<file path="src/rtl/dkong_vram_pkg.sv">
// rtl/dkong_vram_pkg.sv - shared types and constants for the tile VRAM arbiter
package dkong_vram_pkg;

  localparam int RAM_DEPTH = 1024;
  localparam int RAM_AW    = $clog2(RAM_DEPTH);
  localparam int RAM_DW    = 8;

  localparam logic [3:0] DEF_VID_SLOT   = 4'd7;
  localparam int         DEF_STARVE_MAX = 8;

  typedef enum logic [1:0] {
    ST_IDLE    = 2'd0,
    ST_ISSUE   = 2'd1,
    ST_CAPTURE = 2'd2
  } state_t;

  typedef enum logic [1:0] {
    OWN_VID = 2'd0,
    OWN_CPU = 2'd1,
    OWN_HS  = 2'd2
  } owner_t;

  // Tile row from the flipped vertical count, column from H[8:4], mirrored on flip.
  function automatic logic [RAM_AW-1:0] vid_addr(input logic [4:0] row,
                                                 input logic [4:0] col,
                                                 input logic       flip);
    return {row, col ^ {5{flip}}};
  endfunction

endpackage

</file>
<file path="src/rtl/dkong_vram_cpu_if.sv">
// rtl/dkong_vram_cpu_if.sv - Z80 strobe decode, completion flag, WAITn and read-data hold
module dkong_vram_cpu_if
  import dkong_vram_pkg::*;
(
  input  logic              clk,
  input  logic              rst_n,
  input  logic              clk_en,
  input  logic              rd_n,
  input  logic              wr_n,
  input  logic              capture,
  input  logic              capture_rd,
  input  logic [RAM_DW-1:0] ram_do,
  output logic              pending,
  output logic              is_write,
  output logic [RAM_DW-1:0] cpu_db,
  output logic              wait_n
);

  logic done;
  logic strobe;

  assign strobe   = ~rd_n | ~wr_n;
  // Both strobes low is decoded as a write.
  assign is_write = ~wr_n;
  assign pending  = strobe & ~done;
  assign wait_n   = ~pending | ~rst_n;

  always_ff @(posedge clk or negedge rst_n) begin
    if (!rst_n) begin
      done   <= 1'b0;
      cpu_db <= '0;
    end else if (clk_en) begin
      if (!strobe)
        done <= 1'b0;
      else if (capture)
        done <= 1'b1;
      if (capture_rd)
        cpu_db <= ram_do;
    end
  end

endmodule

</file>
<file path="src/rtl/dkong_vram_arb.sv">
// rtl/dkong_vram_arb.sv - VRAM sequencer for video/CPU/hiscore; DKONG_VRAM_ARB_HS_EN builds the hiscore port
module dkong_vram_arb
  import dkong_vram_pkg::*;
#(
  parameter logic [3:0] VID_SLOT   = DEF_VID_SLOT,
  parameter int         STARVE_MAX = DEF_STARVE_MAX
) (
  input  logic              CLK_24M,
  input  logic              I_RSTn,
  input  logic              CLK_EN,
  input  logic [9:0]        I_H_CNT,
  input  logic [7:0]        I_VF_CNT,
  input  logic              I_CMPBLK,
  input  logic              I_FLIP,
  input  logic [RAM_AW-1:0] I_CPU_AB,
  input  logic [RAM_DW-1:0] I_CPU_DB,
  input  logic              I_CPU_RDn,
  input  logic              I_CPU_WRn,
  output logic [RAM_DW-1:0] O_CPU_DB,
  output logic              O_CPU_WAITn,
  input  logic [RAM_AW-1:0] hs_address,
  input  logic [RAM_DW-1:0] hs_data_in,
  input  logic              hs_we,
  input  logic              hs_req,
  output logic              hs_ack,
  output logic [RAM_DW-1:0] hs_data_out,
  output logic [RAM_AW-1:0] O_RAM_AB,
  output logic [RAM_DW-1:0] O_RAM_DB,
  output logic              O_RAM_CE,
  output logic              O_RAM_WE,
  input  logic [RAM_DW-1:0] I_RAM_DO,
  output logic [RAM_DW-1:0] O_VID_CODE,
  output logic              O_VID_STB
);

  state_t state, state_nxt;
  owner_t owner, owner_nxt;
  logic   acc_we;
  logic   grant_vid, grant_cpu, grant_hs, grant_any;
  logic   cpu_pending, cpu_write;
  logic   hs_pending, hs_force;
  logic   vid_trig, capture;
  logic   unused_cnt_bits;

  assign unused_cnt_bits = ^{I_H_CNT[9], I_VF_CNT[2:0]};

  assign vid_trig  = I_CMPBLK && (I_H_CNT[3:0] == VID_SLOT);
  assign capture   = (state == ST_CAPTURE);
  assign grant_any = grant_vid | grant_cpu | grant_hs;

  dkong_vram_cpu_if u_cpu_if (
    .clk        (CLK_24M),
    .rst_n      (I_RSTn),
    .clk_en     (CLK_EN),
    .rd_n       (I_CPU_RDn),
    .wr_n       (I_CPU_WRn),
    .capture    (capture && owner == OWN_CPU),
    .capture_rd (capture && owner == OWN_CPU && !acc_we),
    .ram_do     (I_RAM_DO),
    .pending    (cpu_pending),
    .is_write   (cpu_write),
    .cpu_db     (O_CPU_DB),
    .wait_n     (O_CPU_WAITn)
  );

`ifdef DKONG_VRAM_ARB_HS_EN
  localparam int SW = $clog2(STARVE_MAX + 1);
  logic [SW-1:0] starve_cnt;

  assign hs_pending = hs_req;
  assign hs_force   = hs_req && (starve_cnt >= SW'(STARVE_MAX));

  // Counts CPU grants that overtook a waiting hiscore request.
  always_ff @(posedge CLK_24M or negedge I_RSTn) begin
    if (!I_RSTn) begin
      starve_cnt  <= '0;
      hs_ack      <= 1'b0;
      hs_data_out <= '0;
    end else if (CLK_EN) begin
      if (grant_hs || !hs_req)
        starve_cnt <= '0;
      else if (grant_cpu && starve_cnt < SW'(STARVE_MAX))
        starve_cnt <= starve_cnt + 1'b1;
      hs_ack <= capture && owner == OWN_HS;
      if (capture && owner == OWN_HS && !acc_we)
        hs_data_out <= I_RAM_DO;
    end
  end
`else
  assign hs_pending  = 1'b0;
  assign hs_force    = 1'b0;
  assign hs_ack      = 1'b0;
  assign hs_data_out = '0;
`endif

  always_comb begin
    state_nxt = state;
    owner_nxt = owner;
    grant_vid = 1'b0;
    grant_cpu = 1'b0;
    grant_hs  = 1'b0;
    case (state)
      ST_IDLE: begin
        if (vid_trig)
          grant_vid = 1'b1;
        else if (!I_CMPBLK) begin
          if (cpu_pending && !hs_force)
            grant_cpu = 1'b1;
          else if (hs_pending)
            grant_hs = 1'b1;
        end
        if (grant_vid) begin
          state_nxt = ST_ISSUE;
          owner_nxt = OWN_VID;
        end else if (grant_cpu) begin
          state_nxt = ST_ISSUE;
          owner_nxt = OWN_CPU;
        end else if (grant_hs) begin
          state_nxt = ST_ISSUE;
          owner_nxt = OWN_HS;
        end
      end
      ST_ISSUE:   state_nxt = ST_CAPTURE;
      ST_CAPTURE: state_nxt = ST_IDLE;
      default:    state_nxt = ST_IDLE;
    endcase
  end

  // RAM controls are loaded on the grant edge so they are stable throughout ISSUE.
  always_ff @(posedge CLK_24M or negedge I_RSTn) begin
    if (!I_RSTn) begin
      state      <= ST_IDLE;
      owner      <= OWN_VID;
      acc_we     <= 1'b0;
      O_RAM_AB   <= '0;
      O_RAM_DB   <= '0;
      O_RAM_CE   <= 1'b0;
      O_RAM_WE   <= 1'b0;
      O_VID_CODE <= '0;
      O_VID_STB  <= 1'b0;
    end else if (CLK_EN) begin
      state    <= state_nxt;
      owner    <= owner_nxt;
      O_RAM_CE <= grant_any;
      O_RAM_WE <= (grant_cpu && cpu_write) || (grant_hs && hs_we);
      if (grant_any) begin
        acc_we   <= (grant_cpu && cpu_write) || (grant_hs && hs_we);
        O_RAM_AB <= grant_vid ? vid_addr(I_VF_CNT[7:3], I_H_CNT[8:4], I_FLIP)
                  : grant_hs  ? hs_address : I_CPU_AB;
        O_RAM_DB <= grant_hs ? hs_data_in : I_CPU_DB;
      end
      O_VID_STB <= capture && owner == OWN_VID;
      if (capture && owner == OWN_VID)
        O_VID_CODE <= I_RAM_DO;
    end
  end

endmodule

</file>
<file path="config.mk">
export PLATFORM = sky130hd
export DESIGN_NAME = dkong_vram_arb
export DESIGN_NICKNAME = d
export VERILOG_FILES = /design/src/rtl/dkong_vram_pkg.sv /design/src/rtl/dkong_vram_cpu_if.sv /design/src/rtl/dkong_vram_arb.sv
export SDC_FILE = /design/constraint.sdc
export NUM_CORES = 1
export LEC_CHECK = 0
export BUFFER_PORTS_ARGS = -buffer_cell sky130_fd_sc_hd__buf_2
export CORE_MARGIN = 4
export CORE_UTILIZATION = 43
export CTS_CLUSTER_SIZE = 30
export DETAILED_ROUTE_END_ITERATION = 8
export GPL_TIMING_DRIVEN = 0
export PLACE_DENSITY = 0.8
export SYNTH_ARGS = -nofsm -noshare
export SYNTH_HDL_FRONTEND = slang
export SYNTH_HIERARCHICAL = 1
export SYNTH_SLANG_ARGS = --single-unit
export TNS_END_PERCENT = 20
</file>
<file path="constraint.sdc">
create_clock -name CLK_24M -period 2.1 [get_ports CLK_24M]
set_input_delay 0.105 -clock CLK_24M [delete_from_list [all_inputs] [get_ports CLK_24M]]
set_output_delay 0.105 -clock CLK_24M [all_outputs]
set_load 0.02 [all_outputs]
</file>
# --- Word-level counts from Yosys, hierarchy flattened ---
# Index checks and enable logic that the tools add are counted.
totals:
  reg_bits: 43
  input_bits: 71
  out_inout_bits: 47
op_classes:
  eq_ne: 6
  muxes: 22
  n_bitwise: 11
  reduce_logical: 17
ops:
  columns: ["cell", "count"]
  rows:
  - ["two-way mux 10 bit", 2]
  - ["two-way mux 1 bit", 12]
  - ["two-way mux 2 bit", 6]
  - ["AND reduction 2 bit", 5]
  - ["two-way mux 8 bit", 1]
  - ["logical AND 1 bit", 6]
  - ["NOT 1 bit", 5]
  - ["XOR 5 bit", 1]
  - ["== test 2 x 1 -> 1 bit, second input constant", 2]
  - ["== test 4 x 3 -> 1 bit, second input constant", 1]
  - ["zero test 2 bit", 2]
  - ["inequality test 4 bit, second input constant", 1]
  - ["bitwise OR 1 bit", 4]
  - ["one-hot mux 2 bit (2 select lines)", 1]
  - ["AND reduction 3 bit", 1]
  - ["nonzero test 3 bit", 1]
  - ["== test 2 bit, second input constant", 1]
  - ["inequality test 2 x 1 -> 1 bit, second input constant", 1]
  - ["AND 1 bit", 1]
  - ["zero test 1 bit", 1]
  - ["logical OR 1 bit", 1]

# --- Depth between registers and ports, before layout ---
logic_depth:
  ltp_word: 11
  ltp_mapped: 7

# --- Modules after synthesis ---
# The synthesis kept the hierarchy.
by_module_without_submodules:
  columns: ["module", "instances", "cells_per_inst", "area_per_inst_um2", "seq_area_each_um2"]
  rows:
  - ["dkong_vram_arb", 1, 118, 1622.8, 850.8]
  - ["dkong_vram_cpu_if", 1, 23, 350.3, 225.2]

# --- Worst setup path after synthesis ---
# Ideal clock, no wire load.
synth_path:
  path_type: "reg2reg"
  start: "reg state[0]"
  end: "reg O_RAM_AB[0]"
  setup_time_ps: 125
  t_arrival_ps: 1712
  required_time_ps: 1975
  slack_ps: 263
  path_stages_with_launch: 8
  cell_sequence: "dfrtp_1 > nor4b_2 > and4_1 > buf_6 > a21o_2 > buf_6 > buf_12 > mux2_4"
synth_via:
  elab_chain_len: 5
  word_cells_on_any_way: 9
  cone_classes: "mux (5); bitwise (2); reduce/logical (2)"
synth_rtl:
  columns: ["element", "line_no", "source"]
  rows:
  - ["start: declaration", "dkong_vram_arb.sv:36", "state_t state, state_nxt;"]
  - ["start signal: assignment", "dkong_vram_arb.sv:142", "state <= state_nxt;"]
  - ["zero test 2 bit *", "dkong_vram_arb.sv:102", "case (state)"]
  - ["two-way mux 1 bit", "dkong_vram_arb.sv:102", null]
  - ["bitwise OR 1 bit (2 in series)", "dkong_vram_arb.sv:49", "assign grant_any = grant_vid | grant_cpu | grant_hs;"]
  - ["AND reduction 2 bit (no source line)", null, null]
  - ["end signal: assignment", "dkong_vram_arb.sv:148", "O_RAM_AB <= grant_vid ? vid_addr(I_VF_CNT[7:3], I_H_CNT[8:4], I_FLIP)"]
  - ["end: declaration", "dkong_vram_arb.sv:27", "output logic [RAM_AW-1:0] O_RAM_AB,"]
# Mark *: on every way between the ends. The rest lies on a longest branch, timed or not.
# A chain may end at the register's enable or synchronous reset.

# --- Worst setup path after layout ---
layout_path:
  start: "reg state[0]"
  end: "reg O_RAM_DB[5]"
layout_via:
  elab_chain_len: 5
  word_cells_on_any_way: 8
  cone_classes: "mux (4); bitwise (2); reduce/logical (2)"
layout_rtl:
  columns: ["element", "line_no", "source"]
  rows:
  - ["zero test 2 bit *", "dkong_vram_arb.sv:102", null]
  - ["two-way mux 1 bit", "dkong_vram_arb.sv:102", null]
  - ["bitwise OR 1 bit (2 in series)", "dkong_vram_arb.sv:49", null]
  - ["AND reduction 2 bit (no source line)", null, null]
  - ["end signal: assignment", "dkong_vram_arb.sv:150", "O_RAM_DB <= grant_hs ? hs_data_in : I_CPU_DB;"]
  - ["end: declaration", "dkong_vram_arb.sv:28", "output logic [RAM_DW-1:0] O_RAM_DB,"]
# Marks and branches as above.

==> metrics.yaml <==
status:
  outcome: "complete, no violations"
routing:
  firstDrtPassIters: 4
  wl_per_cell_um: 13.6
  highest-signal-layer: "met4"
  wl_met1_um: 1570
  drt_first_iter_violations: 47
  post-route-drc-count: 0
  routed-wl-met2_um: 2020
  met3_wirelength_um: 365
  postRouteWirelength_um: 4010
  route.antenna.remaining_nets: 0
  route.vias.total: 1377
  viasPerCell: 4.68
worst_setup_path:
  endpoint_kind: "flip-flop"
  ff2ff_setup_slack_ns: 0.15
  worstSetupStartpointType: "flip-flop"
  data_arrival_at_the_endpoint_of_the_critical_path_ns: 2.12
  type_of_the_setup_path_with_the_least_slack: "reg -> reg"
  cp_data_required_time_ns: 2.28
  r2r.worst_path.cells: 7
  worstPathMaxFanout: 10
yosys:
  netlist-cell-type-count: 26
  ys_dominant_reg_cell: "dfrtp_1"
  yosys_register_bits: 43
  synth-async-reset-ratio_pct: 100
  syn_inst: 141
  synth_area_leaders: "dfrtp_1 (55%), mux2_2 (20%), mux2_4 (6.8%)"
  yosysTopAreaCell: "dfrtp_1"
  syn_area_per_cell_um2: 14.0
  seq_area_frac_synth_pct: 54.5
  ys.warnings.count: 6
  synthDominantCellAreaShare_pct: 54.5
  syn_area_um2: 1970
  number_of_enable_flip_flop_cells_after_synthesis: 0
min_path:
  worst_hold_path_type: "in -> reg"
  whs_path_depth: 2
sta:
  finalCritPeriodShare_pct: 92.7
  report.final.slew_viol_count: 0
  final_period_minus_worst_setup_slack_ns: 1.95
  worst_slew_margin_pct: 38.0
  worst_slew_pin_slew_ns: 0.930
  final_hold_viol_count: 0
  rsz_0062_raised_after_global_routing: "false"
  finalSetupTns_ns: 0
  postLayoutSetupSlackWorst_ns: 0.154
  max_freq_mhz: 514
  setup_viol: 0
  clock_skew_ns: 0.00696
power_and_ir_drop:
  ir_drop_v: 0.000706
  p_per_area_nw_per_um2: 1360
  leakage_nw: 1.36
clock_tree:
  post_cts.resized_instances: 0
  cts-buffers-inserted: 5
  numClockSinks: 43
  tritoncts: "built"
  cts_setup_buffers: 0
  clk_root_buffer_cell: "clkbuf_8"
  worstSkewPairLatency_ns: 0.29
  worst_setup_hold_path_clk_slew_ns: 0.08
  clock_path_buffers: 2
  cts.htree.levels: 2
global_route:
  globalRouteTotalUtil_pct: 14.4
  grt_antenna_before_repair: 0
  grt_start_max_net_pins: 45
  globalRoute.totalOverflow: 0
  grt_pass1_vias: 1375
  global_route_wire_length_before_repair_um: 6140
floorplan:
  die_x_um: 75.7
  pin_count: 118
  floorplan.rows: 24
  start_util_pct: 45.0
  core_um2: 4380
  die_h_um: 75.7
  floorplan_die_area_um2: 5740
cells_and_area:
  finish.net_count: 312
  register_area_um2: 1080
  layout-area-overhead-vs-synth_pct: 33.8
  multi_input_comb_area_um2: 776
  diodes: 0
  layoutNonFillerInstCount: 294
  num-fill-cells: 371
  final_layout_size_suffix_gt1_share_pct: 62.4
placement:
  dp.cells: 284
  portBuffers: 83
  place_congestion: 0.660
  dp_hpwl_um: 3120
  pre_cts_slack_ns: 0.145
job:
  maxCapViolCount: 0
through the flow:
| stage | instance area [um2] | power (mW) | hold slack, ns | utilization [%] |
|---|---|---|---|---|
| after floorplan | 2000 | 2.35 | -0.191 | - |
| after global placement | 2480 | 2.83 | 0.299 | 56.6 |
| after detailed placement | 2480 | 2.87 | 0.310 | 56.6 |
| after CTS | 2640 | 3.64 | 0.0158 | 60.2 |
| after global routing | 2640 | 3.81 | 0.0306 | 60.2 |
| final | 2640 | 3.59 | 0.0285 | 60.2 |
flip-flops by register name, summed over array words and instances, names as in the netlist:
| register | count |
|---|---|
| owner | 2 |
| O_RAM_WE | 1 |
| u_cpu_if/cpu_db | 8 |
| O_VID_CODE | 8 |
| u_cpu_if/done | 1 |
| acc_we | 1 |
| O_RAM_CE | 1 |
| O_VID_STB | 1 |
| O_RAM_DB | 8 |
| O_RAM_AB | 10 |
| state | 2 |
kinds of logic after synthesis:
logic type / Yosys count / synth area share (%)
AOI/OAI and AO/OA: 12 / 3.42
DFF: 43 / 54.5
buffers and inverters: 21 / 7.67
other: 1 / 0.190
and+or+nand+nor: 15 / 5.14
xor gates and xnor gates: 5 / 2.22
muxes: 44 / 26.8
synth_stat cells (2+ instances only):
library cell / number
dfrtp_1: 43
buf_6: 3
and2_1: 2
o21ai_0: 6
and4_1: 2
buf_4: 9
a21oi_1: 3
inv_1: 7
mux2_2: 35
mux2_4: 9
nand2_1: 3
xor2_1: 5
worst paths after layout:
check,start,end
min,I_CPU_WRn,u_cpu_if/done$_DFFE_PN0P_
max,state[0]$_DFFE_PN0P_,O_RAM_DB[5]$_DFFE_PN0P_
min in group asynchronous,I_RSTn,u_cpu_if/cpu_db[0]$_DFFE_PN0P_
max reg2reg,state[0]$_DFFE_PN0P_,O_RAM_DB[5]$_DFFE_PN0P_
max in group asynchronous,I_RSTn,O_RAM_AB[0]$_DFFE_PN0P_
min reg2reg,O_RAM_AB[8]$_DFFE_PN0P_,O_RAM_AB[8]$_DFFE_PN0P_
routing by layer:
layer  up-vias  track usage [%]
met3         5             4.09
li1        667                -
met1       646             16.9
met5         -                0
met4         0             5.24
met2        59             25.0
placed cells by master, fill, tap and decap left out, types with 5 or more instances in the layout:
| cell | instances |
|---|---|
| mux2_4 | 9 |
| buf_2 | 83 |
| buf_4 | 9 |
| mux2_2 | 35 |
| clkbuf_8 | 5 |
| o21ai_0 | 6 |
| dfrtp_1 | 43 |
| xor2_1 | 5 |
| inv_1 | 7 |
| conb_1 | 9 |
cell type report:
| cell class | instances | share of cell area (%) |
|---|---|---|
| flip-flops and latches | 43 | 40.8 |
| multi-input cells | 85 | 29.4 |
| repair buffers | 85 | 16.5 |
| plain buffers | 14 | 4.74 |
| clock buffers | 5 | 2.61 |
| clock inverters | 3 | 2.56 |
| well taps | 52 | 2.46 |
| inverters | 7 | 0.995 |
worst max-delay path, cell delays in order, from the launching register on:
cell     delay, ns
dfrtp_1       0.43
nor4b_2       0.30
and4_1        0.23
buf_6         0.13
a21o_2        0.13
buf_6         0.15
buf_12        0.15
mux2_4        0.30
power by group:
part / internal, mW / leakage, nW / total [mW] / switching (mW)
sequential: 1.20 / 0.528 / 1.38 / 0.183
combinational: 0.664 / 0.772 / 1.46 / 0.797
clock: 0.474 / 0.0644 / 0.746 / 0.272
total: 2.33 / 1.36 / 3.59 / 1.25
what timing repair did:
action                     CTS  global route
hold buffers                 2             0
hold endpoints to repair    44             0
setup endpoints to repair    0             0
Note: power is estimated with default switching activity, not from simulation.
